$ cat src/rtl/psr_cond.sv
// Processor status register with branch-condition evaluator and a small flag save stack.
// Flags are ordered {N, Z, F, L, C}; condition results pulse one cycle after the request.
module psr_cond #(
  parameter int P_STACK_DEPTH = 4
) (
  input  logic       I_CLK,
  input  logic       I_RESET,
  input  logic       I_ENABLE,
  input  logic       I_STATUS_WE,
  input  logic [4:0] I_STATUS,
  input  logic [3:0] I_COND,
  input  logic       I_COND_REQ,
  input  logic       I_PUSH,
  input  logic       I_POP,
  output logic [4:0] O_FLAGS,
  output logic       O_COND_VALID,
  output logic       O_COND_TRUE,
  output logic       O_FULL,
  output logic       O_EMPTY,
  output logic       O_ERROR
);

  localparam int AW = $clog2(P_STACK_DEPTH);
  localparam int CW = AW + 1;

  localparam int B_C = 0;
  localparam int B_L = 1;
  localparam int B_F = 2;
  localparam int B_Z = 3;
  localparam int B_N = 4;

  logic [4:0]    flags_reg;
  logic [CW-1:0] count_reg;
  logic          valid_reg;
  logic          true_reg;
  logic          error_reg;
  logic [4:0]    stack_mem [P_STACK_DEPTH];

  logic          full;
  logic          empty;
  logic          push_req;
  logic          pop_req;
  logic          push_ok;
  logic          pop_ok;
  logic [AW-1:0] wr_addr;
  logic [AW-1:0] rd_addr;
  logic          cond_base;
  logic          cond_result;

  assign full     = (count_reg == CW'(P_STACK_DEPTH));
  assign empty    = (count_reg == '0);
  // A simultaneous push and pop cancel out entirely, including error reporting.
  assign push_req = I_ENABLE & I_PUSH & ~I_POP;
  assign pop_req  = I_ENABLE & I_POP & ~I_PUSH;
  assign push_ok  = push_req & ~full;
  assign pop_ok   = pop_req & ~empty;
  // When full the low bits wrap to 0, so top-of-stack is still wr_addr - 1.
  assign wr_addr  = count_reg[AW-1:0];
  assign rd_addr  = wr_addr - AW'(1);

  // Odd codes are the complement of the preceding even code.
  always_comb begin
    cond_base = 1'b0;
    case (I_COND[3:1])
      3'd0: cond_base = flags_reg[B_Z];
      3'd1: cond_base = flags_reg[B_C];
      3'd2: cond_base = flags_reg[B_L];
      3'd3: cond_base = flags_reg[B_N];
      3'd4: cond_base = flags_reg[B_F];
      3'd5: cond_base = ~flags_reg[B_L] & ~flags_reg[B_Z];
      3'd6: cond_base = ~flags_reg[B_N] & ~flags_reg[B_Z];
      3'd7: cond_base = 1'b1;
      default: cond_base = 1'b0;
    endcase
    cond_result = cond_base ^ I_COND[0];
  end

  always_ff @(posedge I_CLK) begin
    if (push_ok) begin
      stack_mem[wr_addr] <= flags_reg;
    end
  end

  always_ff @(posedge I_CLK or posedge I_RESET) begin
    if (I_RESET) begin
      flags_reg <= '0;
      count_reg <= '0;
      valid_reg <= 1'b0;
      true_reg  <= 1'b0;
      error_reg <= 1'b0;
    end else begin
      valid_reg <= I_ENABLE & I_COND_REQ;
      if (I_ENABLE && I_COND_REQ) begin
        true_reg <= cond_result;
      end
      if (pop_ok) begin
        flags_reg <= stack_mem[rd_addr];
      end else if (I_ENABLE && I_STATUS_WE) begin
        flags_reg <= I_STATUS;
      end
      if (push_ok) begin
        count_reg <= count_reg + CW'(1);
      end else if (pop_ok) begin
        count_reg <= count_reg - CW'(1);
      end
      if ((push_req && full) || (pop_req && empty)) begin
        error_reg <= 1'b1;
      end
    end
  end

  assign O_FLAGS      = flags_reg;
  assign O_COND_VALID = valid_reg;
  assign O_COND_TRUE  = true_reg;
  assign O_FULL       = full;
  assign O_EMPTY      = empty;
  assign O_ERROR      = error_reg;

endmodule

$ cat config.mk
export PLATFORM = sky130hd
export DESIGN_NAME = psr_cond
export DESIGN_NICKNAME = d
export VERILOG_FILES = /design/src/rtl/psr_cond.sv
export SDC_FILE = /design/constraint.sdc
export NUM_CORES = 1
export LEC_CHECK = 0
export ABC_AREA = 1
export CORE_MARGIN = 8
export CORE_UTILIZATION = 30
export DETAILED_ROUTE_END_ITERATION = 8
export DONT_BUFFER_PORTS = 1
export GPL_ROUTABILITY_DRIVEN = 0
export PLACE_DENSITY = 0.43
export SLEW_MARGIN = 40
export SYNTH_ARGS = -nofsm -noshare
export SYNTH_HDL_FRONTEND = slang
export SYNTH_SLANG_ARGS = --single-unit
export TNS_END_PERCENT = 20
$ cat constraint.sdc
create_clock -name I_CLK -period 3.03 [get_ports I_CLK]
set_input_delay 0.606 -clock I_CLK [delete_from_list [all_inputs] [get_ports I_CLK]]
set_output_delay 0.606 -clock I_CLK [all_outputs]
set_load 0.03 [all_outputs]
==> flow_summary_export.csv, run 1 <==
group,metric,value,unit
status,status,"finished clean",
sta,post-route-min-period,2509,ps
min_path,hold_path.class,"in2async",
final_layout,fill_cells,507,
detailed_routing,drc,0,
clock_tree,hold_buffers,0,
worst_setup_path,critPathKind,"reg2out",
clock_tree,cts-htree-levels,2,
synthesis,synth_area_leader_cell,"edfxtp_1",
sta,fmax,398.5,MHz
sta,skew,3.354,ps
final_layout,largest_register_ffs,20,
clock_tree,post_cts_resized,0,
worst_setup_path,arrival,1900,ps
clock_tree,numCtsBuffers,5,
floorplanning,initial_core_util,0.3118,
worst_setup_path,cp-end-kind,"output port",
final_layout,area_growth,10.63,%
synthesis,netlist_instances,147,
pwr,p_leak,0.6737,nW
clock_tree,clk_path_buf_depth,2,
final_layout,n_antenna_cell,0,
clock_tree,root_buffer,"clkbuf_8",
global_routing,first_global_vias,979,
global_routing,antenna_found_initial,0,
sta,report.final.slew_viol_count,0,
clock_tree,cts_setup_buffers,0,
floorplanning,core,4755,um^2
pwr,ir_worst_vdd,0.3895,mV
sta,whs,206.8,ps
worst_setup_path,cp_max_fo,15,
synthesis,synth_top_area_share,0.4051,
floorplanning,dieHeight,86.30,um
synthesis,synth.avg_cell_area,10.09,um^2
detailed_routing,firstDrtPassIters,4,
place,dpl.hpwl,2533,um
worst_setup_path,cp-start-kind,"register",
sta,tightest_slew,506.2,ps
floorplanning,die_width,86.30,um
synthesis,yosysWarnings,0,
sta,relSlewSlack,0.6626,
floorplanning,boundaryPins,26,
sta,finalWorstSetupSlack,520.7,ps
worst_setup_path,rrSetupSlack,680,ps
detailed_routing,via_per_inst,4.382,
sta,setup_viol,0,
worst_setup_path,crit_required,2420,ps
detailed_routing,via_count,964,
place,dp_worst_setup_slack,710.9,ps
detailed_routing,drtIter0Drc,110,
global_routing,grt_max_degree,16,
synthesis,ys_seq_area_frac,0.5907,
sta,final.period_utilization,0.8282,
final_layout,final_common_cell,"nor2_1",
synthesis,ys_types,22,
sta,rsz0062_at_grt,"no",
clock_tree,clkSinkCount,31,
synthesis,syn_nets,168,
synthesis,synth_area_leaders,"edfxtp_1 (41%), dfrtp_1 (19%), nor2_1 (6.8%), nand2_1 (5.8%), inv_1 (4.6%)",
sta,fin_setup_tns,0,ps
final_layout,mostFrequentLayoutCells,"nor2_1 (27), nand2_1 (23), edfxtp_1 (20)",
global_routing,grt_pass1_wl,5147,um
detailed_routing,post_drt_wl_per_cell,14.60,um
clock_tree,cts_tree,"yes",
pwr,powerDensity,883.7,nW/um^2
final_layout,drive_above_1_share,0.1176,
global_routing,grt_overflow_total,0,
detailed_routing,drt_wl_total,3212,um
synthesis,syn_area,1483,um^2
global_routing,globalRouteTotalUtil,0.09165,
place,portBuffers,0,
floorplanning,fp-row-count,25,
clock_tree,clk-insertion-delay-late,280,ps
final_layout,fin_nets,173,
final_layout,final_util,0.3450,
sta,finalHoldViolations,0,
synthesis,synth.ff_latch_count,31,
job,cap_violations,0,
detailed_routing,postRouteAntennaNets,0,
floorplanning,die_area,7448,um^2
clock_tree,clk_pin_slew,60,ps
synthesized netlist by cell type, drive strengths merged:
library cell / count
nor2: 28
nand2: 27
edfxtp: 20
inv: 19
o21ai: 14
dfrtp: 11
o22ai: 8
a21oi: 7
ha: 4
buf: 2
nand3: 2
a221o: 1
fa: 1
nor3: 1
xnor2: 1
xor2: 1
where the power goes:
| part | internal [mW] | leakage [nW] | switching, mW | total (mW) |
|---|---|---|---|---|
| Clock | 0.157 | 0.0477 | 0.151 | 0.307 |
| Combinational | 0.161 | 0.316 | 0.285 | 0.446 |
| Sequential | 0.538 | 0.310 | 0.158 | 0.696 |
| Total | 0.856 | 0.674 | 0.594 | 1.45 |
kinds of logic after synthesis:
family / after synthesis / share of synthesized area
AND/OR/NAND/NOR: 58 / 0.1722
flip-flops: 31 / 0.5907
AO/OA/AOI/OAI: 30 / 0.1165
buffers and inverters: 21 / 0.05654
adder cells (fa/ha/maj): 5 / 0.04726
XOR/XNOR: 2 / 0.01688
metrics by stage:
stage,power [mW],std cells,cell area [um^2]
final,1.450,220,1640
after global routing,1.558,220,1640
after CTS,1.470,220,1640
after detailed placement,1.155,212,1556
after global placement,1.160,212,1556
after floorplan,1.041,147,1483
final cells by class:
cell class | instances | area (um^2) | area share
clock buffer | 5 | 68.82 | 0.04195
multi-input combinational | 95 | 523.0 | 0.3188
inverter | 19 | 73.82 | 0.04500
tap | 67 | 83.83 | 0.05111
sequential | 31 | 875.8 | 0.5339
clock inverter | 3 | 15.01 | 0.009153
critical path, cell delays in order (launching register included):
cell and delay (ps):
dfrtp_1 560, inv_1 340, ha_1 250, inv_1 80, nor2_2 390
worst paths after layout:
check,startpoint,endpoint,cells past startpoint
min reg2reg,count_reg[2],count_reg[2],1
max,count_reg[0],O_EMPTY,4
max reg2reg,count_reg[0],count_reg[2],8
min in group I_CLK,I_ENABLE,O_COND_VALID,2
max in group asynchronous,I_RESET,O_FLAGS[4],1
min,I_RESET,count_reg[0],1
layer usage:
metal / up-vias / part of all wire / global-route usage
met3: 5 / 0.095 / 0.04915
met2: 30 / 0.45 / 0.1379
met5: - / 0 / 0
met4: 0 / 0.017 / 0.04225
li1: 496 / - / -
met1: 433 / 0.43 / 0.1045
Power figures use the tool's default switching activity.
==> run 2, diff against run 1 <==
--- a/config.mk
+++ b/config.mk
@@ -11,7 +11,7 @@
 export DETAILED_ROUTE_END_ITERATION = 8
 export DONT_BUFFER_PORTS = 1
 export GPL_ROUTABILITY_DRIVEN = 0
-export PLACE_DENSITY = 0.43
+export PLACE_DENSITY = 0.44
 export SLEW_MARGIN = 40
 export SYNTH_ARGS = -nofsm -noshare
 export SYNTH_HDL_FRONTEND = slang
==> constraint.sdc (replaced) <==
create_clock -name I_CLK -period 2 [get_ports I_CLK]
set_input_delay 0.4 -clock I_CLK [delete_from_list [all_inputs] [get_ports I_CLK]]
set_output_delay 0.4 -clock I_CLK [all_outputs]
set_load 0.03 [all_outputs]
==> run 2 against run 1 <==
Largest cell class unchanged. Critical endpoint unchanged. Non-clock buffer count rose by 8. Clock skew rose by 5.5 ps. Sequential cell count did not move. Global-route usage rose by 0.57 points. Via count rose by 7.1%. Register-to-register slack got worse by 460 ps. Sequential share of layout area fell by 2.5 points.
==> flow_summary_export.csv, run 2 (synthesized netlist as in run 1, its figures left out) <==
group,metric,value,unit
final_layout,final_common_cell,"nor2_1",
place,dp_worst_setup_slack,238.3,ps
worst_setup_path,cp-end-kind,"output port",
floorplanning,dieHeight,86.30,um
clock_tree,clk-insertion-delay-late,280,ps
detailed_routing,drt_wl_total,3289,um
sta,tightest_slew,476.1,ps
global_routing,first_global_vias,1094,
final_layout,fin_cells,228,
sta,whs,12.00,ps
floorplanning,fp-row-count,25,
worst_setup_path,crit_top_cell,"inv_1",
place,place_inst,220,
status,status,"finished clean",
final_layout,n_antenna_cell,0,
global_routing,grt_max_degree,15,
worst_setup_path,cpPeakStageDelay,420,ps
detailed_routing,drtIter0Drc,56,
sta,final.period_utilization,0.9391,
worst_setup_path,critPathKind,"reg2out",
clock_tree,root_buffer,"clkbuf_8",
global_routing,grt_pass1_wl,5589,um
final_layout,largest_register_ffs,20,
sta,finalHoldViolations,0,
worst_setup_path,cp-start-kind,"register",
sta,post-route-min-period,1878,ps
clock_tree,cts_setup_buffers,0,
worst_setup_path,cp_max_fo,4,
detailed_routing,via_per_inst,4.526,
detailed_routing,drc,0,
clock_tree,cts-htree-levels,2,
global_routing,grt_overflow_total,0,
floorplanning,die_width,86.30,um
sta,relSlewSlack,0.6826,
clock_tree,clk_path_buf_depth,2,
sta,skew,8.878,ps
sta,fin_setup_tns,0,ps
pwr,ir_worst_vdd,0.5285,mV
sta,setup_viol,0,
detailed_routing,postRouteAntennaNets,0,
pwr,powerDensity,1366,nW/um^2
floorplanning,initial_core_util,0.3118,
final_layout,fill_cells,506,
worst_setup_path,arrival,1480,ps
detailed_routing,firstDrtPassIters,4,
final_layout,area_growth,16.03,%
floorplanning,boundaryPins,26,
global_routing,antenna_found_initial,0,
clock_tree,post_cts_resized,0,
global_routing,globalRouteTotalUtil,0.09733,
worst_setup_path,slowest_stage,"dfrtp_1",
job,cap_violations,0,
min_path,hold_path.class,"in2async",
detailed_routing,via_count,1032,
place,portBuffers,0,
final_layout,fin_nets,181,
floorplanning,core,4755,um^2
worst_setup_path,crit_required,1600,ps
final_layout,final_util,0.3618,
detailed_routing,post_drt_wl_per_cell,14.43,um
clock_tree,clkSinkCount,31,
place,dpl.hpwl,2568,um
clock_tree,clk_pin_slew,60,ps
final_layout,drive_above_1_share,0.1553,
clock_tree,hold_buffers,0,
sta,rsz0062_at_grt,"no",
sta,report.final.slew_viol_count,0,
sta,finalWorstSetupSlack,121.8,ps
final_layout,mostFrequentLayoutCells,"nor2_1 (27), nand2_1 (23), edfxtp_1 (20)",
floorplanning,die_area,7448,um^2
worst_setup_path,path_cells,"inv_1 > ha_1 > inv_1 > nor2_2 > buf_4",
sta,fmax,532.4,MHz
clock_tree,numCtsBuffers,5,
pwr,p_leak,0.7193,nW
clock_tree,cts_tree,"yes",
run 2: changes by cell type in the layout (fill, tap and decap cells not counted):
cell | before | now
clkbuf_1 | 0 | 1
buf_4 | 0 | 7
clkbuf_8 | 5 | 6
clkinv_2 | 3 | 1
buf_12 | 0 | 1
run 2: worst paths after layout:
path / from / to / slack [ps] / cells past startpoint
setup / recovery: count_reg[1] / O_EMPTY / 120 / 5
hold / removal: I_RESET / O_ERROR / 10 / 1
setup reg to reg: count_reg[1] / count_reg[2] / 220 / 8
hold reg to reg: count_reg[2] / count_reg[2] / 530 / 1
max in group asynchronous: I_RESET / count_reg[0] / 1680 / 1
min in group I_CLK: I_ENABLE / O_COND_VALID / 280 / 2
run 2: stage by stage:
stage / total power, mW / instance area (um^2)
finish: 2.350 / 1720
global route: 2.538 / 1720
CTS: 2.376 / 1720
detailed placement: 1.876 / 1629
global placement: 1.871 / 1629
floorplan: 1.577 / 1483
run 2: layer usage:
| metal | up-vias | share of wire | global-route usage | wire (um) |
|---|---|---|---|---|
| li1 | 510 | - | - | - |
| met1 | 488 | 0.45 | 0.1184 | 1485 |
| met2 | 28 | 0.46 | 0.1491 | 1507 |
| met3 | 6 | 0.079 | 0.04348 | 260 |
| met4 | 0 | 0.011 | 0.03286 | 36 |
| met5 | - | 0 | 0 | 0 |
run 2: critical path, delay by kind of cell (launching register included):
| kind | cells | cell delay, ps |
|---|---|---|
| buffers and inverters | 3 | 420 |
| AND/OR/NAND/NOR | 1 | 160 |
| adder cells (fa/ha/maj) | 1 | 210 |
| flip-flops | 1 | 420 |
run 2: area by class of cell:
type                    instances  area [um^2]  area share
repair buffers                  8        72.57     0.04218
multi-input cells              95        523.0      0.3040
flip-flops and latches         31        875.8      0.5091
clock inverters                 1        5.005    0.002909
well taps                      67        83.83     0.04873
inverters                      19        73.82     0.04291
clock buffers                   7        86.33     0.05018
run 2: power by group:
part,internal (mW),leakage [nW],switching (mW)
clock,0.277,0.0482,0.214
combinational,0.322,0.361,0.528
sequential,0.816,0.310,0.193
total,1.42,0.719,0.935
==> run 3, diff against run 2 <==
--- a/config.mk
+++ b/config.mk
@@ -11,7 +11,7 @@
 export DETAILED_ROUTE_END_ITERATION = 8
 export DONT_BUFFER_PORTS = 1
 export GPL_ROUTABILITY_DRIVEN = 0
-export PLACE_DENSITY = 0.44
+export PLACE_DENSITY = 0.43
 export SLEW_MARGIN = 40
 export SYNTH_ARGS = -nofsm -noshare
 export SYNTH_HDL_FRONTEND = slang
==> run 3 against run 2 <==
Sequential share of layout area did not move. Global-route usage rose by 0.092 points. First-iteration DRC count rose by 5.4%. Setup slack improved by 33 ps. Worst hold slack improved by 3.8 ps. Critical path depth did not move. Sequential cell count did not move. Register-to-register slack improved by 20 ps. Via count fell by 1.1%. Sequential power barely moved. Final cell count did not move. Wire length rose by 2.5%. Largest cell class unchanged. Largest power group unchanged.
==> flow_summary_export.csv, run 3 (synthesized netlist as in run 1, its figures left out) <==
group,metric,value,unit
min_path,hold_path.class,"in2async",
clock_tree,cts_setup_buffers,0,
sta,finalHoldViolations,0,
final_layout,final_common_cell,"nor2_1",
clock_tree,clk_path_buf_depth,2,
sta,post-route-min-period,1845,ps
final_layout,fill_cells,524,
sta,tightest_slew,473.2,ps
final_layout,design_area,1720,um^2
worst_setup_path,crit_top_cell,"inv_1",
final_layout,fin_nets,181,
global_routing,grt_overflow_total,0,
detailed_routing,via_per_inst,4.478,
worst_setup_path,r2r_start,"count_reg[1]",
job,cap_violations,0,
detailed_routing,via_count,1021,
final_layout,mostFrequentLayoutCells,"nor2_1 (27), nand2_1 (23), edfxtp_1 (20)",
clock_tree,root_buffer,"clkbuf_8",
clock_tree,post_cts_resized,0,
pwr,powerDensity,1371,nW/um^2
clock_tree,clk_pin_slew,60,ps
clock_tree,clk-insertion-delay-late,280,ps
global_routing,globalRouteTotalUtil,0.09825,
worst_setup_path,crit_required,1600,ps
detailed_routing,postRouteAntennaNets,0,
floorplanning,die_area,7448,um^2
floorplanning,boundaryPins,26,
worst_setup_path,path_cells,"inv_1 > ha_1 > inv_1 > nor2_2 > buf_4",
worst_setup_path,cp_num_buf_inv,3,
clock_tree,hold_buffers,0,
final_layout,drive_above_1_share,0.1553,
floorplanning,fp-row-count,25,
global_routing,first_global_vias,1082,
sta,relSlewSlack,0.6845,
detailed_routing,drt_wl_total,3371,um
worst_setup_path,critPathKind,"reg2out",
clock_tree,cts-htree-levels,2,
worst_setup_path,arrival,1450,ps
place,placed_cell_area,1629,um^2
place,dpl.hpwl,2595,um
pwr,ir_worst_vdd,0.4722,mV
final_layout,n_antenna_cell,0,
sta,setup_viol,0,
detailed_routing,firstDrtPassIters,4,
floorplanning,initial_core_util,0.3118,
global_routing,grt_pass1_wl,5471,um
status,status,"finished clean",
final_layout,final_util,0.3618,
final_layout,area_growth,16.03,%
worst_setup_path,crit_family,"flip-flops",
worst_setup_path,r2r-end,"count_reg[2]",
worst_setup_path,rrSetupSlack,240,ps
worst_setup_path,r2r_cells,8,
sta,skew,9.322,ps
detailed_routing,drc,0,
detailed_routing,post_drt_wl_per_cell,14.79,um
final_layout,seq_area,875.8,um^2
clock_tree,cts_tree,"yes",
global_routing,antenna_found_initial,0,
final_layout,multi_input_area,523.0,um^2
sta,fmax,541.9,MHz
worst_setup_path,cp_max_fo,4,
pwr,p_leak,0.7193,nW
detailed_routing,drtIter0Drc,59,
worst_setup_path,cp-end-kind,"output port",
worst_setup_path,cp-start-kind,"register",
floorplanning,die_width,86.30,um
final_layout,largest_register_ffs,20,
pwr,power,2.359,mW
floorplanning,core,4755,um^2
floorplanning,dieHeight,86.30,um
worst_setup_path,slowest_stage,"dfrtp_1",
worst_setup_path,cpPeakStageDelay,430,ps
sta,final.period_utilization,0.9227,
place,portBuffers,0,
clock_tree,numCtsBuffers,5,
sta,rsz0062_at_grt,"no",
global_routing,grt_max_degree,15,
sta,report.final.slew_viol_count,0,
clock_tree,clkSinkCount,31,
sta,fin_setup_tns,0,ps
run 3: cell counts in the layout (fill, tap and decap cells not counted):
No cell type changed its count.
run 3: through the flow:
step                std cells  hold slack (ps)  setup WS [ps]
floorplan                 147            252.4          186.4
global placement          220            329.0          302.9
detailed placement        220            339.6          266.1
CTS                       228            37.78          150.4
global route              228            49.71          70.58
finish                    228            15.80          154.7
run 3: layer usage:
layer  part of all wire  vias up  GRT usage
li1                   -      508          -
met1               0.45      480     0.1063
met2               0.45       27     0.1519
met3              0.088        6    0.05577
met4              0.017        0    0.04695
met5                  0        -          0
run 3: worst max path at each step:
stage                             from            to  slack, ps  cells past startpoint
final                     count_reg[1]       O_EMPTY        150                      5
after CTS                 count_reg[1]       O_EMPTY        150                      5
after global placement    count_reg[1]  count_reg[2]        300                      8
after floorplan           count_reg[0]  count_reg[2]        190                      9
after global routing      count_reg[1]       O_EMPTY         70                      5
after detailed placement  count_reg[1]  count_reg[2]        270                      8
run 3: final cells by class:
class	instances	area share
Multi-Input combinational cell	95	0.3040
Timing Repair Buffer	8	0.04218
Sequential cell	31	0.5091
Tap cell	67	0.04873
Inverter	19	0.04291
Clock inverter	1	0.002909
Clock buffer	7	0.05018
run 3: where the power goes:
| group | internal (mW) | switching (mW) |
|---|---|---|
| combinational | 0.322 | 0.527 |
| clock | 0.277 | 0.221 |
| sequential | 0.816 | 0.196 |
